$ cat src/rtl/mssd_pkg.sv
// Shared definitions for the MSSD serial transmitter.
// Build option: define MSSD_TX_PARITY_EN to append an even-parity bit
// after the payload (the receiver build must agree).
package mssd_pkg;

    localparam int PORT_W = 2;
    localparam int CNT_W  = 4;

    // Transmitter controller states (exposed on state_dbg).
    typedef enum logic [2:0] {
        S_IDLE  = 3'd0,
        S_START = 3'd1,
        S_PORT  = 3'd2,
        S_CNT   = 3'd3,
        S_DATA  = 3'd4,
        S_PAR   = 3'd5
    } tx_state_t;

    // Datapath commands issued by the controller each clock.
    typedef enum logic [2:0] {
        OP_HOLD       = 3'd0,
        OP_LOAD       = 3'd1,
        OP_PORT_FIRST = 3'd2,
        OP_PORT       = 3'd3,
        OP_LEN_FIRST  = 3'd4,
        OP_LEN        = 3'd5,
        OP_DATA_FIRST = 3'd6,
        OP_DATA       = 3'd7
    } dp_op_t;

    // Frame length in bit periods for a given payload length.
    function automatic int frame_bits(input int len, input bit par_en);
        return 1 + PORT_W + CNT_W + len + (par_en ? 1 : 0);
    endfunction

endpackage

$ cat src/rtl/mssd_tx_datapath.sv
// Shift registers, bit counter and parity accumulator for mssd_tx.
// The *_bit outputs always present the next bit of each field to send.
// Build option MSSD_TX_PARITY_EN adds the parity accumulator and par_bit.
module mssd_tx_datapath #(
    parameter int PORT_W = mssd_pkg::PORT_W,
    parameter int CNT_W  = mssd_pkg::CNT_W,
    parameter int DATA_W = 2**CNT_W - 1
) (
    input  logic              clk,
    input  logic              rst,
    input  logic [2:0]        op,
    input  logic [PORT_W-1:0] port,
    input  logic [CNT_W-1:0]  len,
    input  logic [DATA_W-1:0] data,
    output logic              port_bit,
    output logic              len_bit,
    output logic              data_bit,
`ifdef MSSD_TX_PARITY_EN
    output logic              par_bit,
`endif
    output logic              cnt_zero,
    output logic              len_zero
);
    import mssd_pkg::*;

    logic [PORT_W-1:0] port_sr;
    logic [CNT_W-1:0]  len_sr;
    logic [CNT_W-1:0]  len_q;
    logic [DATA_W-1:0] data_sr;
    logic [CNT_W-1:0]  cnt;

    assign port_bit = port_sr[PORT_W-1];
    assign len_bit  = len_sr[CNT_W-1];
    assign data_bit = data_sr[0];
    assign cnt_zero = (cnt == '0);
    assign len_zero = (len_q == '0);

    // Field shifters and bit counter; port/len go MSB first, data LSB first.
    always_ff @(posedge clk or negedge rst) begin
        if (!rst) begin
            port_sr <= '0;
            len_sr  <= '0;
            len_q   <= '0;
            data_sr <= '0;
            cnt     <= '0;
        end else begin
            case (dp_op_t'(op))
                OP_LOAD: begin
                    port_sr <= port;
                    len_sr  <= len;
                    len_q   <= len;
                    data_sr <= data;
                    cnt     <= '0;
                end
                OP_PORT_FIRST: begin
                    port_sr <= port_sr << 1;
                    cnt     <= CNT_W'(PORT_W - 1);
                end
                OP_PORT: begin
                    port_sr <= port_sr << 1;
                    cnt     <= cnt - 1'b1;
                end
                OP_LEN_FIRST: begin
                    len_sr <= len_sr << 1;
                    cnt    <= CNT_W'(CNT_W - 1);
                end
                OP_LEN: begin
                    len_sr <= len_sr << 1;
                    cnt    <= cnt - 1'b1;
                end
                OP_DATA_FIRST: begin
                    data_sr <= data_sr >> 1;
                    cnt     <= len_q - 1'b1;
                end
                OP_DATA: begin
                    data_sr <= data_sr >> 1;
                    cnt     <= cnt - 1'b1;
                end
                default: ;
            endcase
        end
    end

`ifdef MSSD_TX_PARITY_EN
    logic par;
    assign par_bit = par;

    // Even parity over the data bits as each one is put on the line.
    always_ff @(posedge clk or negedge rst) begin
        if (!rst) begin
            par <= 1'b0;
        end else if (dp_op_t'(op) == OP_LOAD) begin
            par <= 1'b0;
        end else if (dp_op_t'(op) == OP_DATA_FIRST || dp_op_t'(op) == OP_DATA) begin
            par <= par ^ data_sr[0];
        end
    end
`endif

endmodule

$ cat src/rtl/mssd_tx.sv
// MSSD serial frame transmitter: start bit, port (MSB first), len (MSB
// first), len data bits (LSB first), optional parity, then idle high.
// Build option: MSSD_TX_PARITY_EN adds the even-parity bit period.
// Handshake: a request is taken on any clk edge where start && ready;
// ready is high only in IDLE, so start while busy is ignored.
module mssd_tx #(
    parameter int PORT_W = mssd_pkg::PORT_W,
    parameter int CNT_W  = mssd_pkg::CNT_W,
    parameter int DATA_W = 2**CNT_W - 1
) (
    input  logic              clk,
    input  logic              rst,
    input  logic              clk_en,
    input  logic              start,
    input  logic [PORT_W-1:0] port,
    input  logic [CNT_W-1:0]  len,
    input  logic [DATA_W-1:0] data,
    output logic              SerOut,
    output logic              ready,
    output logic              busy,
    output logic              done,
    output logic [2:0]        state_dbg
);
    import mssd_pkg::*;

    tx_state_t state;
    dp_op_t    op;
    logic      frame_end;
    logic      port_bit, len_bit, data_bit, cnt_zero, len_zero;
`ifdef MSSD_TX_PARITY_EN
    logic      par_bit;
`endif

    assign state_dbg = state;

    mssd_tx_datapath #(
        .PORT_W (PORT_W),
        .CNT_W  (CNT_W),
        .DATA_W (DATA_W)
    ) u_datapath (
        .clk      (clk),
        .rst      (rst),
        .op       (op),
        .port     (port),
        .len      (len),
        .data     (data),
        .port_bit (port_bit),
        .len_bit  (len_bit),
        .data_bit (data_bit),
`ifdef MSSD_TX_PARITY_EN
        .par_bit  (par_bit),
`endif
        .cnt_zero (cnt_zero),
        .len_zero (len_zero)
    );

    // Decode the datapath command and the last-bit-period condition.
    always_comb begin
        op        = OP_HOLD;
        frame_end = 1'b0;
        case (state)
            S_IDLE:  if (start && ready) op = OP_LOAD;
            S_START: if (clk_en) op = OP_PORT_FIRST;
            S_PORT: if (clk_en) begin
                if (cnt_zero) op = OP_LEN_FIRST;
                else          op = OP_PORT;
            end
            S_CNT: if (clk_en) begin
                if (!cnt_zero)      op = OP_LEN;
                else if (!len_zero) op = OP_DATA_FIRST;
`ifndef MSSD_TX_PARITY_EN
                else                frame_end = 1'b1;
`endif
            end
            S_DATA: if (clk_en) begin
                if (!cnt_zero) op = OP_DATA;
`ifndef MSSD_TX_PARITY_EN
                else           frame_end = 1'b1;
`endif
            end
`ifdef MSSD_TX_PARITY_EN
            S_PAR: frame_end = clk_en;
`endif
            default: ;
        endcase
    end

    // Controller FSM with registered line and handshake outputs.
    always_ff @(posedge clk or negedge rst) begin
        if (!rst) begin
            state  <= S_IDLE;
            SerOut <= 1'b1;
            ready  <= 1'b1;
            busy   <= 1'b0;
            done   <= 1'b0;
        end else begin
            done <= 1'b0;
            if (frame_end) begin
                state  <= S_IDLE;
                SerOut <= 1'b1;
                done   <= 1'b1;
                ready  <= 1'b1;
                busy   <= 1'b0;
            end else begin
                case (state)
                    S_IDLE: if (start && ready) begin
                        state  <= S_START;
                        SerOut <= 1'b0;
                        ready  <= 1'b0;
                        busy   <= 1'b1;
                    end
                    S_START: if (clk_en) begin
                        state  <= S_PORT;
                        SerOut <= port_bit;
                    end
                    S_PORT: if (clk_en) begin
                        if (cnt_zero) begin
                            state  <= S_CNT;
                            SerOut <= len_bit;
                        end else begin
                            SerOut <= port_bit;
                        end
                    end
                    S_CNT: if (clk_en) begin
                        if (!cnt_zero) begin
                            SerOut <= len_bit;
                        end else if (!len_zero) begin
                            state  <= S_DATA;
                            SerOut <= data_bit;
                        end
`ifdef MSSD_TX_PARITY_EN
                        else begin
                            state  <= S_PAR;
                            SerOut <= par_bit;
                        end
`endif
                    end
                    S_DATA: if (clk_en) begin
                        if (!cnt_zero) begin
                            SerOut <= data_bit;
                        end
`ifdef MSSD_TX_PARITY_EN
                        else begin
                            state  <= S_PAR;
                            SerOut <= par_bit;
                        end
`endif
                    end
                    default: ;
                endcase
            end
        end
    end

endmodule
$ cat config.mk
export PLATFORM = sky130hd
export DESIGN_NAME = mssd_tx
export DESIGN_NICKNAME = d
export VERILOG_FILES = /design/src/rtl/mssd_pkg.sv /design/src/rtl/mssd_tx_datapath.sv /design/src/rtl/mssd_tx.sv
export SDC_FILE = /design/constraint.sdc
export NUM_CORES = 1
export LEC_CHECK = 0
export CORE_ASPECT_RATIO = 1.4
export CORE_MARGIN = 5
export CORE_UTILIZATION = 55
export CTS_CLUSTER_SIZE = 25
export DETAILED_ROUTE_END_ITERATION = 8
export PLACE_DENSITY = 0.82
export RECOVER_POWER = 100
export SLEW_MARGIN = 30
export SYNTH_ARGS = -nofsm -noshare
export SYNTH_HDL_FRONTEND = slang
export SYNTH_SLANG_ARGS = --single-unit
$ cat constraint.sdc
create_clock -name clk -period 3.54 [get_ports clk]
set_clock_uncertainty 0.1 [all_clocks]
set_input_delay 0.708 -clock clk [delete_from_list [all_inputs] [get_ports clk]]
set_output_delay 0.708 -clock clk [all_outputs]
set_load 0.05 [all_outputs]
==> Word level (Yosys, flattened, before mapping) <==
Cells that the tools add are included.
{ "op_classes": {"addsub": 2, "n_eq_ne": 21, "mux": 46, "reduce_logical": 19} }
{ "op_table": {"columns": ["operator", "count"], "rows": [
  ["3-bit two-way mux", 15],
  ["15-bit one-hot mux with 2 select lines", 1],
  ["3-bit != test, second input constant", 9],
  ["1-bit two-way mux", 22],
  ["4-bit one-hot mux with 5 select lines", 1],
  ["8-bit AND reduction", 2],
  ["3-bit equality test, second input constant", 5],
  ["3-bit one-hot mux with 5 select lines", 1],
  ["3-bit by 2-bit equality test with 1-bit output, second input constant", 4],
  ["3-bit one-hot mux with 4 select lines", 1],
  ["2-bit nonzero test", 5],
  ["5-bit nonzero test", 2],
  ["4-bit logical NOT", 2],
  ["4-bit one-hot mux with 2 select lines", 1],
  ["4-bit by 1-bit subtractor with 4-bit output, second input constant", 2],
  ["3-bit by 1-bit equality test with 1-bit output, second input constant", 2],
  ["6-bit nonzero test", 1],
  ["2-bit OR reduction", 3],
  ["1-bit one-hot mux with 5 select lines", 1],
  ["4-bit != test, second input constant", 1],
  ["2-bit one-hot mux with 2 select lines", 1],
  ["3-bit logical NOT", 1],
  ["3-bit OR reduction", 1],
  ["2-bit two-way mux", 1],
  ["3 further kinds", 3]
]} }
{ "totals": {"reg_bits": 36, "input_bits": 25, "output_inout_bits": 7} }

==> Longest topological paths before layout <==
Gate-level depths: netlist of run 1.
{ "depth": {"depth_word": 8, "mapped_depth": 9, "depth_no_buf": 7} }

==> Cells and area by module <==
From an unflattened synthesis of run 1, not the netlist that was laid out.
{ "hier_totals": {"hier_cells": 201, "area_unflattened_um2": 2014.4} }
{ "modules_own_cells": {"columns": ["module", "instances", "cells_each", "area_each_um2", "seq_area_each_um2"], "rows": [
  ["mssd_tx_datapath", 1, 135, 1478.9, 725.7],
  ["mssd_tx", 1, 66, 535.5, 177.7]
]} }

==> Least setup slack after synthesis of run 1 <==
No wires, ideal clock.
{ "synth_timing": {"path_type": "flip-flop to flip-flop", "from": "register state[2], in the netlist state_dbg[2]", "to": "register u_datapath.cnt[2]", "setup_ns": 0.132, "arrival_time_ns": 2.228, "setup_slack_ns": 1.081, "stages_incl_launch_ff": 10, "synth_period_minus_slack_ns": 2.459, "cell_sequence": "dfrtp_1 -> buf_4 -> nor2b_1 -> clkbuf_1 -> o211ai_1 -> mux2i_1 -> ha_1 -> o21ai_0 -> a21oi_1 -> o21ai_0"} }
{ "synth_between": {"elab_chain_cells": 5} }
{ "synth_rtl": {"columns": ["item", "line_no", "source"], "rows": [
  ["start, declared", "mssd_tx.sv:26", "tx_state_t state;"],
  ["start signal, assigned", "mssd_tx.sv:91", "state <= S_IDLE;"],
  ["start signal, assigned", "mssd_tx.sv:99", "state <= S_IDLE;"],
  ["start signal, assigned", "mssd_tx.sv:107", "state <= S_START;"],
  ["3-bit equality test (tied with other cells)", "mssd_tx.sv:61", "case (state)"],
  ["3-bit one-hot mux with 5 select lines (*)", "mssd_tx.sv:61", null],
  ["3-bit by 2-bit equality test with 1-bit output or 3-bit equality test (tied branches)", "mssd_tx_datapath.sv:47", "case (dp_op_t'(op))"],
  ["3-bit OR reduction (no line)", null, null],
  ["4-bit one-hot mux with 5 select lines or 5-bit nonzero test (tied branches)", null, null],
  ["end signal, assigned", "mssd_tx_datapath.sv:57", "cnt <= CNT_W'(PORT_W - 1);"],
  ["end signal, assigned", "mssd_tx_datapath.sv:61", "cnt <= cnt - 1'b1;"],
  ["end signal, assigned", "mssd_tx_datapath.sv:65", "cnt <= CNT_W'(CNT_W - 1);"],
  ["end, declared", "mssd_tx_datapath.sv:30", "logic [CNT_W-1:0] cnt;"]
]} }
Every way passes the cells marked *; elsewhere a longest branch is shown, timed or not.
A chain may end at the register's enable or synchronous reset.

==> Worst setup path in the final report of run 1 <==
{ "layout_timing": {"from": "register state[0], in the netlist state_dbg[0]", "to": "output port state_dbg[0]"} }
{ "layout_lines": {"columns": ["item", "line_no", "source"], "rows": [
  ["end, declared", "mssd_tx.sv:22", "output logic [2:0] state_dbg"]
]} }
No word-level cell between the ends.

==> results of run 1 <==
[worst reg2reg max path, cell delays in order (launching register included)]
cell,delay (ns)
dfrtp_1,0.63
nor3b_1,0.71
o211ai_1,0.43
mux2i_1,0.22
ha_1,0.24
a221oi_1,0.23
o21ai_0,0.13
[state kept, by name (all words and copies together) (netlist names)]
signal,count
ready,1
state_dbg,3
u_datapath.data_sr,15
u_datapath.cnt,4
u_datapath.len_q,4
busy,1
u_datapath.len_sr,4
u_datapath.port_sr,2
SerOut,1
done,1
[worst paths after layout]
path,cells past startpoint,start,endpoint,slack [ns]
min in group asynchronous,2,rst,busy,1.36
worst max register to register,6,state_dbg[0],u_datapath.cnt[2],0.73
worst min-delay path,2,busy,busy,0.41
worst min register to register,2,busy,busy,0.41
worst max-delay path,1,state_dbg[0],state_dbg[0],0.70
max in group asynchronous,2,rst,u_datapath.data_sr[14],0.92
[final cells by class]
type                            instances  area, µm²
Clock buffer                            8       90.1
Fill cell                             257       1040
Inverter                                3       11.3
Multi-Input combinational cell        153        951
Sequential cell                        36        903
Tap cell                               40       50.0
Timing Repair Buffer                   35        333
[metal layers]
layer  up-vias  routed length, µm  GRT usage (%)
met5         -                  0              0
met4         0                135           10.4
met3        14                245           4.50
met2        64               2480           36.9
met1       864               1850           28.1
li1        825                  -              -
[per-stage QoR]
step                instance area [µm²]  setup WS (ns)
floorplan                          1940           1.08
global placement                   2260          0.775
detailed placement                 2260          0.620
CTS                                2350          0.738
global route                       2340          0.436
finish                             2340          0.701
[report_power, final]
part / switching [mW] / leakage, nW / internal (mW)
logic: 0.275 / 0.457 / 0.186
clock network: 0.136 / 0.0455 / 0.159
registers: 0.145 / 0.474 / 0.536
[cells by family after synthesis]
logic type	Yosys count
fa+ha+maj	1
buf+inv	17
simple gates	73
mux	3
compound gates	74
xor+xnor	2
flops	36
[placed cells by master, fill, tap and decap left out, types with 5 or more instances in the layout]
cell / count
dfrtp_1: 34
nand2_1: 32
o21ai_0: 25
clkdlybuf4s50_1: 21
a22oi_1: 15
dlygate4sd3_1: 10
nor2_1: 8
nand4_1: 7
clkbuf_8: 6
a21oi_1: 5
==> run_results.csv, run 1 <==
group,metric,value,unit
run_status,status,"complete, but fails checks",
run_status,failed_checks,"max-capacitance violations, max-slew violations",
yosys,synth_common_cells,"dfrtp_1, nand2_1, o21ai_0",
setup_path,cp_top_family,"buffers and inverters",
clock_network,cts_tree,"done",
detailed_routing,viasPerCell,6.43,
setup_path,crit_path_start_kind,"flip-flop",
sta,slew_headroom,-23.0,%
pwr,power_leakage,0.976,nW
pwr,power_density,614,nW/µm²
yosys,synth_top_family_by_area,"compound AO/OA/AOI/OAI gates",
sta,drv_slew,37,
detailed_routing,ant_nets,0,
placement,portBuffers,31,
job,maxCapViolCount,1,
pwr,power.total,1.44,mW
clock_network,cts_buffers,5,
clock_network,postCtsHoldBufs,0,
yosys,netlist_instances,206,
setup_path,cpPeakStageDelay,0.97,ns
setup_path,crit_path_end_kind,"output port",
setup_path,timing.critical_path.arrival,2.03,ns
layout,final_nets,260,
yosys,muxShareOfSynthArea,1.55,%
clock_network,cts_setup_buffers,0,
sta,tns,0,ns
clock_network,cts_root_buf,"clkbuf_8",
floorplanning,initial_core_util,57.4,%
detailed_routing,drtIter0Drc,175,
yosys,synthSimpleGateAreaFrac,19.6,%
sta,min_period_over_period,80.2,%
grt,grt_overflow,0,
detailed_routing,wire_per_inst,17.1,µm
setup_path,cp_max_fo,22,
layout,antenna_cells,0,
sta,timing.fmax,352,MHz
sta,finalSetupViolations,0,
yosys,yosys_warnings,0,
sta,period_needed,2.84,ns
yosys,synth-xor-area-share,0.903,%
setup_path,critPathBufInv,1,
yosys,synth_seq_area_share,46.6,%
placement,placed_cells,267,
yosys,synth_adder_area_share,0.645,%
detailed_routing,wirelength,4710,µm
placement,globalplace.congestion,0.890,
sta,hold_viol,0,
grt,track_usage,22.6,%
clock_network,ctsResizeCount,0,
setup_path,path_cells,"dlygate4sd3_1",
grt,grt_pass1_wl,8190,µm
grt,antenna_found_initial,0,
floorplanning,die_w,60.2,µm
detailed_routing,drtPass1Iterations,4,
detailed_routing,route.detailed.drc,0,
clock_network,htree_levels,2,
detailed_routing,num_vias,1767,
floorplanning,die_y,80.3,µm
yosys,synth_area_leaders,"dfrtp_1, nand2_1, a22oi_1",
yosys,syn_area,1940,µm²
yosys,yosys.area.top_type_share,43.9,%
grt,grt_max_degree,37,
min_path,min_path_type,"reg -> reg",
floorplanning,dieArea,4830,µm²
floorplanning,coreArea,3380,µm²
yosys,synth-edff-count,0,
yosys,postSynthAreaPerCell,9.41,µm²
setup_path,crit_required,2.73,ns
yosys,ys_types,47,
placement,dpl.hpwl,3410,µm
yosys,syn_nets,232,
setup_path,crit_type,"reg -> out",
clock_network,insertion_delay,0.28,ns
clock_network,cts.path.max_buffers,2,
yosys,synth_flop_cell,"dfrtp_1",
yosys,synthArstFlopShare,100,%
layout,fin_util,69.2,%
layout,areaGrowthSynthToFinish,20.6,%
clock_network,cts_num_sinks,36,
layout,drive_above_1_share,7.23,%
sta,rsz0062_at_grt,"no",
grt,first_global_vias,1703,
sta,worstMarginPinSlew,1.84,ns
clock_network,clkTransAtPathRegs,0.07,ns
pwr,vdd_drop_max,0.483,mV
floorplanning,io_pins,32,
setup_path,cpMaxStageDelayCell,"dlygate4sd3_1",
floorplanning,rows,25,
yosys,ys_seq_elements,36,
yosys,yosysTopAreaCell,"dfrtp_1",
sta,hold_ws,0.408,ns
layout,stdcell_count,275,
yosys,post-synth-top-count-cell,"dfrtp_1",
yosys,synth-compound-area-share,26.1,%
No activity file was read; power rests on OpenSTA's default activity.
==> run 2, diff against run 1 <==
Settings changed: CORE_UTILIZATION 55 to 48, PLACE_DENSITY 0.82 to 0.76.
Clock period 3.54 ns to 2.6 ns, I/O delays scaled along.
==> run 2 against run 1 <==
Die area up 12%. First-iteration DRC count down 44%. Setup slack worse by 0.56 ns. Combinational power up 44%. Clock power up 39%. Flip-flop and latch count unchanged. Critical endpoint is now u_datapath.cnt[2]. Non-clock buffer count up 5. The run now ends clean. Critical path type is now reg -> reg. Worst hold slack worse by 0.0080 ns. Register-to-register slack worse by 0.59 ns. Sequential power up 33%. Via count down 0.11%.
==> run_results.csv, run 2 (same netlist as run 1, synthesis figures left out) <==
group,metric,value,unit
clock_network,cts_buffers,5,
min_path,min_path_type,"reg -> reg",
clock_network,cts.path.max_buffers,2,
floorplanning,coreArea,3920,µm²
floorplanning,rows,27,
sta,timing.fmax,407,MHz
grt,grt_pass1_wl,7940,µm
grt,track_usage,18.0,%
sta,hold_viol,0,
clock_network,postCtsHoldBufs,0,
placement,placed_cells,275,
detailed_routing,route.detailed.drc,0,
setup_path,cpMaxStageDelayCell,"or4_4",
placement,globalplace.congestion,0.892,
layout,fillers,358,
sta,slew_headroom,42.5,%
sta,drv_slew,0,
setup_path,cp_top_family,"compound AO/OA/AOI/OAI gates",
placement,portBuffers,31,
sta,worstMarginPinSlew,0.862,ns
grt,grt_overflow,0,
clock_network,cts_root_buf,"clkbuf_8",
layout,regMostFlops,"u_datapath.data_sr",
layout,areaGrowthSynthToFinish,23.4,%
sta,min_period_over_period,94.5,%
detailed_routing,drtIter0Drc,98,
clock_network,cts_tree,"done",
setup_path,crit_path_end_kind,"flip-flop",
run_status,status,"complete, no violations",
placement,dpl.hpwl,3230,µm
layout,final_nets,265,
grt,busiest_layer,"met2",
pwr,power_leakage,1.01,nW
pwr,power_density,825,nW/µm²
job,maxCapViolCount,0,
layout,stdcell_count,283,
setup_path,cpPeakStageDelay,0.64,ns
detailed_routing,wirelength,4610,µm
clock_network,clkTransAtPathRegs,0.07,ns
grt,first_global_vias,1743,
setup_path,critPathBufInv,0,
setup_path,crit_path_start_kind,"flip-flop",
pwr,vdd_drop_max,0.621,mV
layout,final_cell_mix,"dfrtp_1, nand2_1, o21ai_0, clkdlybuf4s50_1, a22oi_1",
detailed_routing,ant_nets,0,
grt,grt_util_met1,21.0,%
clock_network,insertion_delay,0.29,ns
detailed_routing,wire_per_inst,16.3,µm
floorplanning,dieArea,5430,µm²
floorplanning,initial_core_util,49.5,%
grt,grt_max_degree,37,
detailed_routing,viasPerCell,6.24,
sta,tns,0,ns
sta,period_needed,2.46,ns
clock_network,cts_num_sinks,36,
grt,grt_use_met3,4.24,%
floorplanning,die_w,63.7,µm
setup_path,path_cells,"or4_4 > o211ai_1 > mux2i_1 > ha_1 > a221oi_1 > o21ai_0",
layout,antenna_cells,0,
setup_path,cp_max_fo,8,
layout,drive_above_1_share,9.58,%
floorplanning,die_y,85.2,µm
detailed_routing,drtPass1Iterations,4,
layout,layout_commonest_cell,"dfrtp_1",
detailed_routing,num_vias,1765,
layout,largest_register_ffs,15,
floorplanning,io_pins,32,
clock_network,htree_levels,2,
grt,antenna_found_initial,0,
setup_path,crit_required,2.66,ns
clock_network,cts_setup_buffers,0,
clock_network,ctsResizeCount,0,
grt,grtUsageMet2,31.1,%
sta,finalSetupViolations,0,
setup_path,timing.critical_path.arrival,2.51,ns
sta,rsz0062_at_grt,"no",
setup_path,crit_type,"reg -> reg",
run 2: routing by layer:
| metal | vias up | routed length [µm] |
|---|---|---|
| li1 | 837 | - |
| met4 | 0 | 77 |
| met2 | 49 | 2350 |
| met1 | 870 | 1930 |
| met3 | 9 | 252 |
| met5 | - | 0 |
run 2: layout make-up:
cell class	instances	area [µm²]	share of cell area, %
Sequential cell	36	903	37.7
Tap cell	43	53.8	2.25
Timing Repair Buffer	40	378	15.8
Inverter	3	11.3	0.470
Multi-Input combinational cell	153	957	40.0
Clock buffer	8	90.1	3.76
run 2: power breakdown:
group	switching [mW]	total, mW	internal (mW)	leakage (nW)
Clock	0.193	0.409	0.216	0.0455
Combinational	0.395	0.662	0.266	0.488
Sequential	0.175	0.905	0.730	0.474
Total	0.763	1.98	1.21	1.01
run 2: worst paths after layout:
| kind | startpoint | endpoint | slack (ns) | cells past startpoint |
|---|---|---|---|---|
| hold reg to reg | SerOut | SerOut | 0.40 | 2 |
| setup / recovery | u_datapath.cnt[1] | u_datapath.cnt[2] | 0.14 | 6 |
| min in group asynchronous | rst | u_datapath.data_sr[7] | 0.76 | 2 |
| hold / removal | SerOut | SerOut | 0.40 | 2 |
| max in group asynchronous | rst | u_datapath.cnt[3] | 1.09 | 2 |
| setup reg to reg | u_datapath.cnt[1] | u_datapath.cnt[2] | 0.14 | 6 |
run 2: through the flow:
step	util (%)	total power [mW]	area (µm²)	hold WS (ns)	setup WS, ns
floorplan	-	1.36	1940	0.124	0.141
global placement	59.1	1.58	2320	0.364	0.171
detailed placement	59.1	1.60	2320	0.389	0.122
CTS	61.4	2.01	2410	0.404	0.169
global route	61.1	2.10	2390	0.424	0.00765
finish	61.1	1.98	2390	0.400	0.143
run 2: worst min-delay path, cell delays in order (launching register included):
cell     delay, ns
dfstp_2       0.37
nand2_1       0.04
o21ai_0       0.08
